--- config.mk ---
export PLATFORM = sky130hd
export DESIGN_NAME = mem_rr_scheduler
export DESIGN_NICKNAME = d
export VERILOG_FILES = /design/src/rtl/mem_arb_pkg.sv /design/src/rtl/rr_pick.sv /design/src/rtl/mem_rr_scheduler.sv
export SDC_FILE = /design/constraint.sdc
export NUM_CORES = 1
export LEC_CHECK = 0
export CAP_MARGIN = 20
export CORE_MARGIN = 2
export CORE_UTILIZATION = 41
export CTS_CLUSTER_SIZE = 14
export DETAILED_ROUTE_END_ITERATION = 8
export GPL_ROUTABILITY_DRIVEN = 0
export PLACE_DENSITY_LB_ADDON = 0.05
export SLEW_MARGIN = 20
export SYNTH_ARGS = -nofsm -noshare
export SYNTH_HDL_FRONTEND = slang
export SYNTH_SLANG_ARGS = --single-unit
--- constraint.sdc ---
create_clock -name clk -period 2.7 [get_ports clk]
set_input_delay 0.405 -clock clk [delete_from_list [all_inputs] [get_ports clk]]
set_output_delay 0.405 -clock clk [all_outputs]
set_load 0.05 [all_outputs]
--- src/rtl/mem_arb_pkg.sv ---
// Shared types and default sizing for the memory round-robin scheduler and
// the memory subsystem it feeds.
package mem_arb_pkg;

    typedef enum logic [1:0] {
        IDLE  = 2'b00,
        ISSUE = 2'b01,
        WAIT  = 2'b10,
        RESP  = 2'b11
    } sched_state_t;

    typedef enum logic [1:0] {
        I = 2'b00,
        M = 2'b01,
        S = 2'b10
    } coherency_t;

    localparam int unsigned DefNumReq     = 4;
    localparam int unsigned DefDataSize   = 2;
    localparam int unsigned DefAddrW      = 14;
    localparam int unsigned DefTimeoutCyc = 16;

endpackage

--- src/rtl/rr_pick.sv ---
// Combinational round-robin picker: first set request bit at or after ptr,
// wrapping, found by rotating a doubled copy of the request vector.
module rr_pick #(
    parameter int unsigned NUM_REQ = 4
) (
    input  logic [NUM_REQ-1:0]         req,
    input  logic [$clog2(NUM_REQ)-1:0] ptr,
    output logic [NUM_REQ-1:0]         winner,
    output logic [$clog2(NUM_REQ)-1:0] win_idx,
    output logic                       any_req
);

    localparam int unsigned IdxW = $clog2(NUM_REQ);

    logic [2*NUM_REQ-1:0] dbl;
    logic [2*NUM_REQ-1:0] rot;
    logic                 found;
    int unsigned          idx;

    always_comb begin
        dbl     = {req, req};
        rot     = dbl >> ptr;
        found   = 1'b0;
        idx     = 0;
        win_idx = '0;
        any_req = |req;
        for (int unsigned i = 0; i < NUM_REQ; i++) begin
            if (!found && rot[i]) begin
                found = 1'b1;
                idx   = int'(ptr) + i;
                if (idx >= NUM_REQ) begin
                    idx = idx - NUM_REQ;
                end
                win_idx = IdxW'(idx);
            end
        end
        winner = any_req ? (NUM_REQ'(1) << win_idx) : '0;
    end

endmodule

--- src/rtl/mem_rr_scheduler.sv ---
// Round-robin scheduler sharing one memory port among NUM_REQ requesters:
// latch a request, issue a one-cycle command, await ack or timeout, respond.
module mem_rr_scheduler
    import mem_arb_pkg::*;
#(
    parameter int unsigned NUM_REQ     = DefNumReq,
    parameter int unsigned DATA_SIZE   = DefDataSize,
    parameter int unsigned ADDR_W      = DefAddrW,
    parameter int unsigned TIMEOUT_CYC = DefTimeoutCyc
) (
    input  logic                          clk,
    input  logic                          reset_n,
    input  logic [NUM_REQ-1:0]            req,
    input  logic [NUM_REQ-1:0]            we,
    input  logic [NUM_REQ*ADDR_W-1:0]     addr,
    input  logic [NUM_REQ*DATA_SIZE*8-1:0] wdata,
    output logic [NUM_REQ-1:0]            resp,
    output logic [DATA_SIZE*8-1:0]        rdata,
    output logic                          err,
    output logic [NUM_REQ-1:0]            grant,
    output logic                          busy,
    output logic                          mem_req,
    output logic                          mem_we,
    output logic [ADDR_W-1:0]             mem_addr,
    output logic [DATA_SIZE*8-1:0]        mem_wdata,
    input  logic                          mem_ack,
    input  logic [DATA_SIZE*8-1:0]        mem_rdata
);

    localparam int unsigned DW   = DATA_SIZE * 8;
    localparam int unsigned IdxW = $clog2(NUM_REQ);
    localparam int unsigned CntW = $clog2(TIMEOUT_CYC);

    sched_state_t    state_q, state_d;
    logic [IdxW-1:0] ptr_q, ptr_d;
    logic [IdxW-1:0] gidx_q, gidx_d;
    logic            we_q, we_d;
    logic [ADDR_W-1:0] addr_q, addr_d;
    logic [DW-1:0]   wdata_q, wdata_d;
    logic [CntW-1:0] cnt_q, cnt_d;
    logic [DW-1:0]   rdata_q, rdata_d;
    logic            err_q, err_d;

    logic [NUM_REQ-1:0] pick_onehot;
    logic [IdxW-1:0]    pick_idx;
    logic               pick_any;
    logic [NUM_REQ-1:0] gnt_onehot;

    rr_pick #(
        .NUM_REQ (NUM_REQ)
    ) u_rr_pick (
        .req     (req),
        .ptr     (ptr_q),
        .winner  (pick_onehot),
        .win_idx (pick_idx),
        .any_req (pick_any)
    );

    always_comb begin
        state_d = state_q;
        ptr_d   = ptr_q;
        gidx_d  = gidx_q;
        we_d    = we_q;
        addr_d  = addr_q;
        wdata_d = wdata_q;
        cnt_d   = cnt_q;
        rdata_d = rdata_q;
        err_d   = err_q;

        case (state_q)
            IDLE: begin
                if (pick_any) begin
                    gidx_d  = pick_idx;
                    we_d    = we[pick_idx];
                    addr_d  = addr[pick_idx*ADDR_W +: ADDR_W];
                    wdata_d = wdata[pick_idx*DW +: DW];
                    rdata_d = '0;
                    err_d   = 1'b0;
                    state_d = ISSUE;
                end
            end
            ISSUE: begin
                cnt_d   = '0;
                state_d = WAIT;
            end
            WAIT: begin
                // An ack landing in the timeout cycle still completes cleanly.
                if (mem_ack) begin
                    rdata_d = we_q ? '0 : mem_rdata;
                    err_d   = 1'b0;
                    state_d = RESP;
                end else if (cnt_q == CntW'(TIMEOUT_CYC - 1)) begin
                    rdata_d = '0;
                    err_d   = 1'b1;
                    state_d = RESP;
                end else begin
                    cnt_d = cnt_q + 1'b1;
                end
            end
            RESP: begin
                ptr_d   = (gidx_q == IdxW'(NUM_REQ - 1)) ? '0 : gidx_q + 1'b1;
                state_d = IDLE;
            end
            default: begin
                state_d = IDLE;
            end
        endcase
    end

    always_ff @(posedge clk or negedge reset_n) begin
        if (!reset_n) begin
            state_q <= IDLE;
            ptr_q   <= '0;
            gidx_q  <= '0;
            we_q    <= 1'b0;
            addr_q  <= '0;
            wdata_q <= '0;
            cnt_q   <= '0;
            rdata_q <= '0;
            err_q   <= 1'b0;
        end else begin
            state_q <= state_d;
            ptr_q   <= ptr_d;
            gidx_q  <= gidx_d;
            we_q    <= we_d;
            addr_q  <= addr_d;
            wdata_q <= wdata_d;
            cnt_q   <= cnt_d;
            rdata_q <= rdata_d;
            err_q   <= err_d;
        end
    end

    // Outputs decode straight from state so an async reset clears them at once.
    always_comb begin
        busy       = (state_q != IDLE);
        gnt_onehot = NUM_REQ'(1) << gidx_q;
        grant      = busy ? gnt_onehot : '0;
        mem_req    = (state_q == ISSUE);
        mem_we     = busy & we_q;
        mem_addr   = busy ? addr_q : '0;
        mem_wdata  = busy ? wdata_q : '0;
        resp       = (state_q == RESP) ? gnt_onehot : '0;
        rdata      = (state_q == RESP) ? rdata_q : '0;
        err        = (state_q == RESP) & err_q;
    end

endmodule
==> results of run 1 <==
## state kept, by name (all words and copies together), names as in the netlist
signal / count
state_q: 2
gidx_q: 2
addr_q: 14
wdata_q: 16
cnt_q: 4
ptr_q: 2
we_q: 1
rdata_q: 16
err_q: 1
## cell usage in the layout, fill, tap and decap left out, types with 3 or more instances in the layout
cell type and instances:
clkdlybuf4s50_1 198, nand2_1 70, dfrtp_1 58, nor2b_1 36
mux2i_1 32, nor2_1 31, nor3_1 31, a211oi_2 31
a211oi_1 31, o21ai_1 26, and2_1 21, buf_4 15
inv_1 11, clkbuf_8 9, ha_1 8, buf_12 4
nand3_1 3, bufinv_16 3, clkinv_2 3
## layout make-up
| class | count | area, µm² | area share, % |
|---|---|---|---|
| Clock inverter | 6 | 105 | 1.65 |
| Tap cell | 129 | 161 | 2.53 |
| Timing Repair Buffer | 218 | 2180 | 34.2 |
| Multi-Input combinational cell | 346 | 2300 | 36.1 |
| Clock buffer | 10 | 128 | 2.00 |
| Sequential cell | 58 | 1450 | 22.8 |
| Inverter | 13 | 48.8 | 0.765 |
## where the power goes
part	switching (mW)	internal (mW)	leakage (nW)
clock network	0.357	0.608	0.120
registers	0.189	1.21	0.705
logic	3.01	1.66	1.80
## per-layer routing
metal	track usage, %	vias to the layer above
li1	-	1964
met1	29.3	1857
met2	41.5	144
met3	6.98	12
met4	7.38	0
met5	0	-
## worst paths after layout
kind	endpoint	slack [ns]	depth (start not counted)
worst min-delay path	rdata_q[1]	0.08	1
min in group clk	rdata_q[0]	0.48	2
worst max register to register	addr_q[8]	0.49	6
max in group asynchronous	addr_q[11]	2.00	2
worst min register to register	rdata_q[0]	0.48	2
worst max-delay path	grant[0]	0.1	5
## logic make-up after synthesis
| kind of cell | Yosys count | synth area share (%) |
|---|---|---|
| buf+inv | 49 | 6.18 |
| simple gates | 203 | 24.9 |
| mux | 32 | 8.08 |
| fa+ha+maj | 9 | 2.84 |
| compound gates | 102 | 21.4 |
| flops | 58 | 36.6 |
## synth_stat cells, drive strengths merged (2+ instances only)
cell    instances
nand2b          2
a41o            2
clkbuf         22
mux2i          32
nand2          70
and2           21
a31oi           3
nand3           3
inv            13
nor2b          36
a21oi           3
nor3           32
buf            14
dfrtp          58
ha              9
a211oi         62
o21ai          28
nor2           33
## stage by stage
step / utilization, % / worst slack (ns) / hold slack, ns / instance area, µm² / total power, mW
after CTS: 68.4 / 0.0928 / 0.105 / 6380 / 7.10
after global routing: 68.4 / 0.0110 / 0.121 / 6380 / 7.49
final: 68.4 / 0.0968 / 0.0845 / 6380 / 7.04
after global placement: 65.9 / 0.313 / 0.460 / 6140 / 6.05
after detailed placement: 65.9 / 0.169 / 0.469 / 6140 / 6.12
after floorplan: - / 0.584 / 0.109 / 3970 / 4.60
==> results_dict.tcl, run 1 <==
set metrics [dict create \
    overflow 0 \
    avgSynthCellArea_um2 8.76 \
    drive_above_1_share_pct 11.8 \
    ir_worst_vdd_mv 0.469 \
    synth.largest_area_cell "dfrtp_1" \
    hold_viol 0 \
    h-tree-depth 3 \
    max_cap_viol_count 0 \
    worst_pin_slew_ns 0.930 \
    dieArea_um2 10500 \
    grt_pass1_vias 4097 \
    io_pins 205 \
    relSlewSlack_pct 38.0 \
    synth_area_leaders "dfrtp_1 37%, a211oi_2 9.8%, mux2i_1 8.1%" \
    finalSetupViolCount 0 \
    critPathKind "flop to primary output" \
    synth_top_area_share_pct 36.6 \
    drt-met1-wl_um 5250 \
    nets 802 \
    crit_family "buffers and inverters" \
    cp_data_required_time_ns 2.30 \
    stdcell_count 780 \
    critPathArrivalTime_ns 2.20 \
    end_kind "primary output" \
    fp-row-count 35 \
    synth_cell_types 35 \
    fin_tns_setup_ns 0 \
    cts_tree "built" \
    cts_sinks 58 \
    top_layer_used "met4" \
    layout_min_cycle_time_ns 2.60 \
    hp-class "primary input to asynchronous set/reset pin" \
    post_cts_resized 0 \
    met2_length_um 6090 \
    worstPathMaxFanout 10 \
    port_buffers 204 \
    die_y_um 102 \
    synthesis.area_um2 3970 \
    cts_root_buffer "clkbuf_8" \
    antenna_cells 0 \
    ys_async_sr_fraction_pct 100 \
    post_cts.repair.setup_buffers 0 \
    rsz0062_at_grt "no" \
    fin_crit_sh_pct 96.4 \
    fin_skew_ns 0.00925 \
    cts_hold_buffers 0 \
    cts_made_buffers 9 \
    slowest_delay_ns 0.82 \
    hpwl_um 9160 \
    drt_first_pass_iters 4 \
    yosysSeqAreaShare_pct 36.6 \
    worstPathBufferInverterCount 3 \
    crit_chain "inv_1, ha_2, buf_4, nor2b_1, clkdlybuf4s50_1" \
    track_usage_pct 24.1 \
    grt_max_degree 44 \
    synthesis.nets 609 \
    vias_per_cell 5.10 \
    insertion_delay_ns 0.35 \
    fmax_mhz 384 \
    die_w_um 102 \
    slew_violations 0 \
    placeableCoreArea_um2 9330 \
    wl_met3_um 968 \
    r2r-start "state_q[0]" \
    area_growth_pct 60.8 \
    critPathLaunch "state_q[0]" \
    start_kind "flop" \
    fill_cells 793 \
    synth_cells 453 \
    powerDensity_nw_per_um2 1100 \
    clk_path_buf_depth 2 \
    ant_nets 0 \
    outcome "complete, no violations" \
    p_leak_nw 2.62 \
    vias 3977 \
    drcViolationCount 0 \
    crit_slowest_cell "clkdlybuf4s50_1" \
    wl_per_cell_um 16.0 \
    grt_pass1_wl_um 19500 \
    synth_edf_count 0 \
    antenna_found_initial 0 \
    synth_flop_cell "dfrtp_1" \
    ys_ff_latch 58 \
    start_util_pct 42.5 \
    drtIter0Drc 88 \
    yosysWarningCount 0 \
    routed_wl_um 12500 \
    post-place-cells 764 \
    clk_pin_slew_worst_paths_ns 0.07 \
]
(Power assumes the default switching activity.)
==> run 2: changes to the inputs <==
--- a/config.mk
+++ b/config.mk
@@ -11,7 +11,7 @@
 export CTS_CLUSTER_SIZE = 14
 export DETAILED_ROUTE_END_ITERATION = 8
 export GPL_ROUTABILITY_DRIVEN = 0
-export PLACE_DENSITY_LB_ADDON = 0.05
+export PLACE_DENSITY = 0.83
 export SLEW_MARGIN = 20
 export SYNTH_ARGS = -nofsm -noshare
 export SYNTH_HDL_FRONTEND = slang
==> run 2 against run 1 <==
Clock power fell by 28%. Cell count rose by 0.13%. Sequential power barely moved. Flip-flop and latch count did not move. Global-route usage rose by 0.73 points. Wire length rose by 5.7%. Via count rose by 3.4%. Utilization fell by 1.6 points. Clock skew barely moved. Critical path depth fell by 1. Die area did not move. Critical path type unchanged.
==> results_dict.tcl, run 2 (synthesis results as in run 1) <==
set metrics [dict create \
    drive_above_1_share_pct 16.7 \
    post-place-cells 765 \
    worstPathMaxFanout 12 \
    cts_sinks 58 \
    fin_skew_ns 0.00967 \
    r2r-start "state_q[0]" \
    relSlewSlack_pct 32.0 \
    end_kind "primary output" \
    fin_tns_setup_ns 0 \
    drtIter0Drc 125 \
    outcome "complete, no violations" \
    post_cts_resized 0 \
    fin_crit_sh_pct 89.7 \
    grt_pass1_wl_um 20200 \
    die_w_um 102 \
    port_buffers 204 \
    grt_pass1_vias 4238 \
    antenna_found_initial 0 \
    powerDensity_nw_per_um2 1070 \
    start_util_pct 42.5 \
    drcViolationCount 0 \
    hpwl_um 9760 \
    cp_data_required_time_ns 2.30 \
    layout_min_cycle_time_ns 2.42 \
    final_common_cell "clkdlybuf4s50_1" \
    die_y_um 102 \
    reg_top3 "rdata_q (16), wdata_q (16), addr_q (14)" \
    cts_made_buffers 9 \
    clk_pin_slew_worst_paths_ns 0.07 \
    ant_nets 0 \
    max_cap_viol_count 0 \
    h-tree-depth 3 \
    vias_per_cell 5.27 \
    finalSetupViolCount 0 \
    total_power_mw 6.69 \
    critPathKind "flop to primary output" \
    routed_wl_um 13200 \
    track_usage_pct 24.8 \
    reg2reg_depth 5 \
    final_cell_mix "167 x clkdlybuf4s50_1, 70 x nand2_1, 58 x dfrtp_1, 48 x buf_4, 36 x nor2b_1" \
    cts_hold_buffers 0 \
    wl_per_cell_um 16.9 \
    start_kind "flop" \
    io_pins 205 \
    hp-class "primary input to asynchronous set/reset pin" \
    insertion_delay_ns 0.34 \
    ff2ff_setup_slack_ns 0.42 \
    drt_first_pass_iters 4 \
    vias 4114 \
    post_cts.repair.setup_buffers 0 \
    nets 803 \
    overflow 0 \
    rr_endpoint "addr_q[1]" \
    cts_root_buffer "clkbuf_8" \
    postLayoutCellArea_um2 6230 \
    antenna_cells 0 \
    dieArea_um2 10500 \
    stdcell_count 781 \
    clk_path_buf_depth 2 \
    hold_viol 0 \
    ir_worst_vdd_mv 0.882 \
    critPathArrivalTime_ns 2.02 \
    place_area_um2 6050 \
    slew_violations 0 \
    p_leak_nw 2.62 \
    fmax_mhz 413 \
    area_growth_pct 57.1 \
    fp-row-count 35 \
    cts_tree "built" \
    worst_pin_slew_ns 1.02 \
    rsz0062_at_grt "no" \
    placeableCoreArea_um2 9330 \
    grt_max_degree 59 \
    fill_cells 791 \
]
-- run 2: critical path, cell delays in order (launching register included) --
cell	delay, ns
dfrtp_1	0.40
ha_1	0.18
buf_4	0.17
and2_1	0.13
clkdlybuf4s50_1	0.81
-- run 2: area by class of cell --
cell class	count	area [µm²]	area share (%)
Timing Repair Buffer	219	2100	33.7
Clock buffer	9	124	1.99
Multi-Input combinational cell	346	2300	36.9
Tap cell	129	161	2.59
Inverter	13	48.8	0.783
Sequential cell	58	1450	23.3
Clock inverter	7	46.3	0.743
-- run 2: how the worst max path moves through the flow --
| stage | startpoint | endpoint | slack (ns) | depth (start not counted) |
|---|---|---|---|---|
| final | state_q[0] | resp[2] | 0.28 | 4 |
| after global routing | state_q[1] | rdata[14] | 0.17 | 4 |
| after CTS | state_q[0] | resp[2] | 0.25 | 4 |
| after detailed placement | req[3] | addr_q[1] | 0.21 | 5 |
| after global placement | req[0] | wdata_q[0] | 0.28 | 5 |
| after floorplan | state_q[0] | grant[1] | 0.58 | 5 |
-- run 2: per-layer routing --
metal  global-route usage (%)  vias to the layer above  routed length, µm
met2                     44.4                      156               6720
met3                     5.34                       24                804
met5                        0                        -                  0
met1                     29.4                     1958               5390
li1                         -                     1976                  -
met4                     8.92                        0                269
-- run 2: per-stage QoR --
stage	hold slack (ns)	setup slack (ns)	utilization (%)
3_5_place_dp	0.434	0.215	64.9
3_3_place_gp	0.432	0.277	64.9
5_1_grt	0.0661	0.169	66.8
2_1_floorplan	0.109	0.584	-
6_report	0.0610	0.279	66.8
4_1_cts	0.0624	0.247	66.7
-- run 2: report_power, final --
part	internal, mW	switching, mW
logic	1.53	3.07
clock network	0.328	0.364
registers	1.21	0.194
==> run 3: changes to the inputs <==
==> constraint.sdc (replaced) <==
create_clock -name clk -period 2.5 [get_ports clk]
set_input_delay 0.375 -clock clk [delete_from_list [all_inputs] [get_ports clk]]
set_output_delay 0.375 -clock clk [all_outputs]
set_load 0.05 [all_outputs]
==> run 3 against run 2 <==
Hold slack better by 0.015 ns. Setup slack better by 0.022 ns. First-iteration DRC count rose by 15%. Via count shrank 0.44%. Clock power is 60% higher. Largest cell class unchanged. Design area barely moved. Global-route usage shrank 0.082 points. Non-clock buffer count fell by 1. Critical path type unchanged. Sequential power grew 7%.
==> results_dict.tcl, run 3 (synthesis results as in run 1) <==
set metrics [dict create \
    outcome "complete, no violations" \
    p_leak_nw 2.70 \
    slew_violations 0 \
    end_kind "primary output" \
    slowest_delay_ns 0.81 \
    fp-row-count 35 \
    max_cap_viol_count 0 \
    insertion_delay_ns 0.35 \
    clockPowerShare_pct 14.7 \
    port_buffers 204 \
    placeableCoreArea_um2 9330 \
    antenna_cells 0 \
    fin_tns_setup_ns 0 \
    die_y_um 102 \
    p_comb_share_pct 65.2 \
    register_area_um2 1450 \
    hpwl_um 9600 \
    cp_data_required_time_ns 2.12 \
    clk_path_buf_depth 2 \
    r2r-start "state_q[0]" \
    cts_hold_buffers 0 \
    h-tree-depth 3 \
    switching_power_mw 3.88 \
    sw_frac_of_total_pct 51.6 \
    multi_input_area_um2 2290 \
    routed_wl_um 12900 \
    worstPathMaxFanout 3 \
    finalSetupViolCount 0 \
    clk_pin_slew_worst_paths_ns 0.08 \
    cts_sinks 58 \
    start_util_pct 42.5 \
    area_growth_pct 57.1 \
    hold_viol 0 \
    postLayoutCellArea_um2 6230 \
    track_usage_pct 24.8 \
    total_power_mw 7.52 \
    drtIter0Drc 144 \
    grt_pass1_vias 4184 \
    post_cts.repair.setup_buffers 0 \
    whs_ns 0.0757 \
    start_kind "flop" \
    final_cell_mix "146 x clkdlybuf4s50_1, 70 x nand2_1, 69 x buf_4, 58 x dfrtp_1, 36 x nor2b_1" \
    crit_family "buffers and inverters" \
    cts_made_buffers 9 \
    crit_slowest_cell "clkdlybuf4s50_1" \
    antenna_found_initial 0 \
    drt_first_pass_iters 4 \
    ff2ff_setup_slack_ns 0.39 \
    cts_tree "built" \
    nets 802 \
    die_w_um 102 \
    cts_root_buffer "clkbuf_8" \
    fmax_mhz 455 \
    seqPwrFrac_pct 20.1 \
    worstPathBufferInverterCount 2 \
    critPathArrivalTime_ns 1.82 \
    rr_endpoint "wdata_q[3]" \
    overflow 0 \
    drive_above_1_share_pct 19.8 \
    crit_chain "inv_1, ha_1, clkdlybuf4s50_1" \
    vias_per_cell 5.25 \
    p_int_mw 3.64 \
    place_area_um2 5980 \
    io_pins 205 \
    final_common_cell "clkdlybuf4s50_1" \
    fin_crit_sh_pct 88.0 \
    rsz0062_at_grt "no" \
    vias 4096 \
    relSlewSlack_pct 33.6 \
    fin_skew_ns 0.0106 \
    reg_top3 "rdata_q (16), wdata_q (16), addr_q (14)" \
    ir_worst_vdd_mv 0.715 \
    grt_max_degree 42 \
    critPathKind "flop to primary output" \
    layout_min_cycle_time_ns 2.20 \
    hp-class "primary input to asynchronous set/reset pin" \
    powerDensity_nw_per_um2 1210 \
    ant_nets 0 \
    fill_cells 790 \
    drcViolationCount 0 \
    post_cts_resized 0 \
    reg2reg_depth 5 \
    worst_pin_slew_ns 0.996 \
    dieArea_um2 10500 \
    grt_pass1_wl_um 20100 \
    path_depth 3 \
    wl_per_cell_um 16.5 \
]
## run 3: changes by cell type in the layout (fill, tap and decap cells not counted)
cell	before	now
o21ai_4	1	0
clkinv_4	1	0
clkdlybuf4s50_1	167	146
bufinv_16	0	3
buf_4	48	69
clkinvlp_4	3	0
clkbuf_8	9	11
clkinv_2	3	2
o21ai_2	0	1
buf_12	3	2
## run 3: routing by layer
layer / routed length, µm / vias to the layer above / GRT usage, %
met2: 6640 / 158 / 44.4
li1: - / 1967 / -
met3: 793 / 27 / 5.47
met4: 332 / 0 / 10.3
met5: 0 / - / 0
met1: 5130 / 1944 / 28.5
## run 3: area by class of cell
cell class / instances / share of cell area [%]
clock buffers: 11 / 2.43
clock inverters: 5 / 1.61
inverters: 13 / 0.783
multi-input cells: 346 / 36.8
flip-flops and latches: 58 / 23.3
well taps: 129 / 2.59
repair buffers: 218 / 32.5
## run 3: worst max-delay path by stage
stage | slack (ns) | start | to
after floorplan | 0.41 | state_q[0] | grant[1]
after global routing | 0.18 | state_q[0] | rdata[15]
final | 0.30 | state_q[1] | mem_req
after CTS | 0.28 | state_q[1] | mem_req
after global placement | 0.14 | req[0] | addr_q[7]
after detailed placement | 0.03 | req[3] | wdata_q[15]
## run 3: stage by stage
stage / std cells / util [%] / setup slack, ns
after CTS: 780 / 66.8 / 0.278
after global routing: 780 / 66.8 / 0.181
after detailed placement: 764 / 64.1 / 0.0305
final: 780 / 66.8 / 0.300
after global placement: 764 / 64.1 / 0.140
after floorplan: 453 / - / 0.414
## run 3: power by group through the flow
stage / logic [mW] / clock network [mW] / registers, mW
final: 4.90 / 1.11 / 1.51
after global routing: 5.24 / 1.17 / 1.56
after CTS: 4.94 / 1.12 / 1.51
after detailed placement: 4.92 / 0 / 1.53
after global placement: 4.84 / 0 / 1.51
after floorplan: 3.50 / 0 / 1.47
==> edit 1 (settings of run 2) <==
Re-encode `sched_state_t` (4 states) as one-hot, 4 bits wide.
--- a/src/rtl/mem_arb_pkg.sv
+++ b/src/rtl/mem_arb_pkg.sv
@@ -2,11 +2,11 @@
 // the memory subsystem it feeds.
 package mem_arb_pkg;
 
-    typedef enum logic [1:0] {
-        IDLE  = 2'b00,
-        ISSUE = 2'b01,
-        WAIT  = 2'b10,
-        RESP  = 2'b11
+    typedef enum logic [3:0] {
+        IDLE  = 4'b0001,
+        ISSUE = 4'b0010,
+        WAIT  = 4'b0100,
+        RESP  = 4'b1000
     } sched_state_t;
 
     typedef enum logic [1:0] {
Behaviour: no difference found for any inputs over 4 cycles, from zero or initial values and one cycle with reset_n low; so few cycles prove little.
==> edit 1 against run 2 <==
Global-route usage grew 0.53 points. Non-clock buffer count increased by 6. Sequential cell count up 2. Area after synthesis is 2.4% higher. Die area is 2.3% higher. Routed wire length is 5.4% higher. Power increased by 5.6%. Worst setup slack got worse by 0.15 ns. Cell area increased by 4.0%. Critical path type unchanged. Largest cell class unchanged.
==> edit 1: results (changes against run 2) <==
| Metric | Value |
|---|---|
| RR Startpoint | ptr_q[1] (was state_q[0]) |
| Number of non-clock buffers in the layout | 225 (was 219) |
| Slack of the critical path | 0.128 ns (was 0.279 ns) |
| Crit Path Max Fanout | 7 (was 12) |
| Crit path capture | resp[3] (was resp[2]) |
| Clock Buffer Count | 10 (was 9) |
| Met3 wire len | 1.02 mm (was 804 microns) |
| Area growth, synth to finish | 59.5% (was 57.1%) |
| Synth unique cells | 43 (was 35) |
| Register area share after synthesis | 37.0% (was 36.6%) |
| CTS sink count | 60 (was 58) |
| Multi-In Gates | 347 (was 346) |
| Sequential share of cell area | 23.2% (was 23.3%) |
| Compound-Gate Fraction of Synth Area | 29.9% (was 21.4%) |
| Reg2reg end | wdata_q[2] (was addr_q[1]) |
| Multiplexer share of the synthesized area | 1.05% (was 8.08%) |
| Largest cells by area after synthesis | dfrtp_1 36%, a2111oi_2 10%, a21oi_1 7.9% (was dfrtp_1 37%, a211oi_2 9.8%, mux2i_1 8.1%) |
| Largest net degree at the start of global routing | 64 (was 59) |
| Syn_nets | 610 (was 609) |
| Slew margin rel. | 64.0% (was 32.0%) |
| P_leak | 2.83 nW (was 2.62 nW) |
| HPWL Detailed | 9.85 mm (was 9.76 mm) |
| Layout cell share with drive strength beyond 1 | 15.9% (was 16.7%) |
| Fill cell count | 762 (was 791) |
| Status | finished clean (unchanged) |
## edit 1: power by group through the flow
stage | sequential [mW] | clock [mW] | combinational (mW)
global placement | 1.46 | 0 | 4.81
finish | 1.48 | 0.794 | 4.80
floorplan | 1.39 | 0 | 3.37
global route | 1.51 | 0.860 | 5.10
detailed placement | 1.49 | 0 | 4.89
CTS | 1.47 | 0.812 | 4.84
## edit 1: how the worst min path moves through the flow
stage               slack [ns]  cells past startpoint          to     from
global placement          0.40                      1  rdata_q[0]  reset_n
detailed placement        0.40                      1  rdata_q[0]  reset_n
global route              0.06                      1   addr_q[6]  reset_n
finish                    0.04                      1   addr_q[8]  reset_n
floorplan                 0.11                      0   addr_q[0]  reset_n
CTS                       0.03                      1   addr_q[8]  reset_n
## edit 1: worst max-delay path, cell delays in order (launching register included)
cell,delay (ns)
dfrtp_1,0.48
nor4b_2,0.38
and2_1,0.17
clkdlybuf4s50_1,0.80
==> edit 2 (flow settings as in run 2) <==
Made on the original files. Change the package constant `DefNumReq` from 4 to 8.
--- a/src/rtl/mem_arb_pkg.sv
+++ b/src/rtl/mem_arb_pkg.sv
@@ -15,7 +15,7 @@
         S = 2'b10
     } coherency_t;
 
-    localparam int unsigned DefNumReq     = 4;
+    localparam int unsigned DefNumReq     = 8;
     localparam int unsigned DefDataSize   = 2;
     localparam int unsigned DefAddrW      = 14;
     localparam int unsigned DefTimeoutCyc = 16;
Ports: changed (6 resized); port bits go from 205 to 341. No check against the original RTL was run, so the function may have changed too.
==> edit 2 against run 2 <==
The flow now finishes with violations (negative setup slack). Power increased to 2.5 times the old value. Critical path depth increased by 9. Routed wire length increased by 84%. Cell count increased by 62%. Clock power increased by 71%. Worst setup slack got worse by 0.69 ns. First-iteration DRC count increased to 4.5 times the old value. Fmax decreased by 22%. Register-to-register slack got worse by 0.83 ns. Area after synthesis increased by 48%. Sequential cell count increased by 2. Cell area increased by 68%. Sequential power increased by 11%.
==> edit 2: results (changes against run 2) <==
| Metric | Value |
|---|---|
| Slack of the critical path | -0.413 ns (was 0.279 ns) |
| Avg WL per Cell | 19.2 microns (was 16.9 microns) |
| Logic power comb | 14.3 mW (was 4.60 mW) |
| P_leak | 4.60 nW (was 2.62 nW) |
| Synth cell count leaders | 213 x nand2_1, 74 x mux2i_1, 62 x a32o_1, 60 x dfrtp_1, 38 x nor2b_1 (was 70 x nand2_1, 58 x dfrtp_1, 36 x nor2b_1, 32 x mux2i_1, 32 x nor2_1) |
| Nets | 1368 (was 803) |
| Post-CTS setup repair buffer count | 6 (was 0) |
| Worst VDD drop | 0.910 mV (was 0.882 mV) |
| Metal-1 WL | 9.54 mm (was 5.39 mm) |
| Multiplexer share of the synthesized area | 17.7% (was 8.08%) |
| Via Count | 7008 (was 4114) |
| CP max stage delay | 0.53 ns (was 0.81 ns) |
| Initial DRC count | 562 (was 125) |
| CTS resizes | 17 (was 0) |
| Failing checks | negative setup slack |
| Number of setup violations in the final report | 31 (was 0) |
| Status | finished, violations left (was finished clean) |
| Clock group | 1.18 mW (was 692 uW) |
| Global router's overall resource usage | 30.4% (was 24.8%) |
| Largest net degree at the start of global routing | 61 (was 59) |
| Crit Path Max Fanout | 7 (was 12) |
| Total chip power | 17.0 mW (was 6.69 mW) |
| CTS Root Cell | clkbuf_16 (was clkbuf_8) |
| Slowest CP cell | mux4_2 (was clkdlybuf4s50_1) |
| Slew margin rel. | 54.9% (was 32.0%) |
| Metal2 WL | 12.2 mm (was 6.72 mm) |
| Global-route wire length before repair | 35.8 mm (was 20.2 mm) |
| Worst Skew | 0.00787 ns (was 0.00967 ns) |
==> edit 2: critical path, delay by kind of cell (launching register included) <==
| family | cells | cell delay [ns] |
|---|---|---|
| flip-flops | 1 | 0.46 |
| multiplexers | 2 | 0.85 |
| AO/OA/AOI/OAI | 4 | 0.77 |
| buffers and inverters | 5 | 0.76 |
| AND/OR/NAND/NOR | 2 | 0.19 |
==> edit 2: layout make-up <==
type / instances / area share [%]
clock buffer: 9 / 2.15
clock inverter: 7 / 0.742
inverter: 13 / 0.467
multi-input combinational: 574 / 39.5
sequential: 60 / 14.4
tap: 180 / 2.15
timing repair buffer: 422 / 40.6
==> edit 2: worst paths after layout <==
kind                            from         end  slack [ns]  depth (start not counted)
hold / removal               reset_n  rdata_q[9]        0.11                          2
min in group clk           addr_q[1]   addr_q[1]        0.47                          2
hold reg to reg            addr_q[1]   addr_q[1]        0.47                          2
max in group asynchronous    reset_n    ptr_q[0]        2.29                          2
setup / recovery            ptr_q[0]  addr_q[11]       -0.41                         13
setup reg to reg            ptr_q[0]  addr_q[11]       -0.41                         13
==> edit 2: metal layers <==
layer,vias to the layer above,track usage [%]
li1,3293,-
met4,0,11.3
met1,3301,37.2
met3,59,5.67
met2,355,53.0
met5,-,0
==> edit 2: through the flow <==
stage / setup WS [ns] / instance area (sq um) / setup TNS [ns] / cells
6_report: -0.413 / 10500 / -11.27 / 1265
4_1_cts: -0.430 / 10300 / -11.96 / 1259
3_5_place_dp: -0.787 / 9890 / -23.50 / 1235
5_1_grt: -0.560 / 10500 / -15.19 / 1265
2_1_floorplan: -0.137 / 5940 / -4.04 / 707
3_3_place_gp: -0.726 / 9890 / -21.51 / 1235
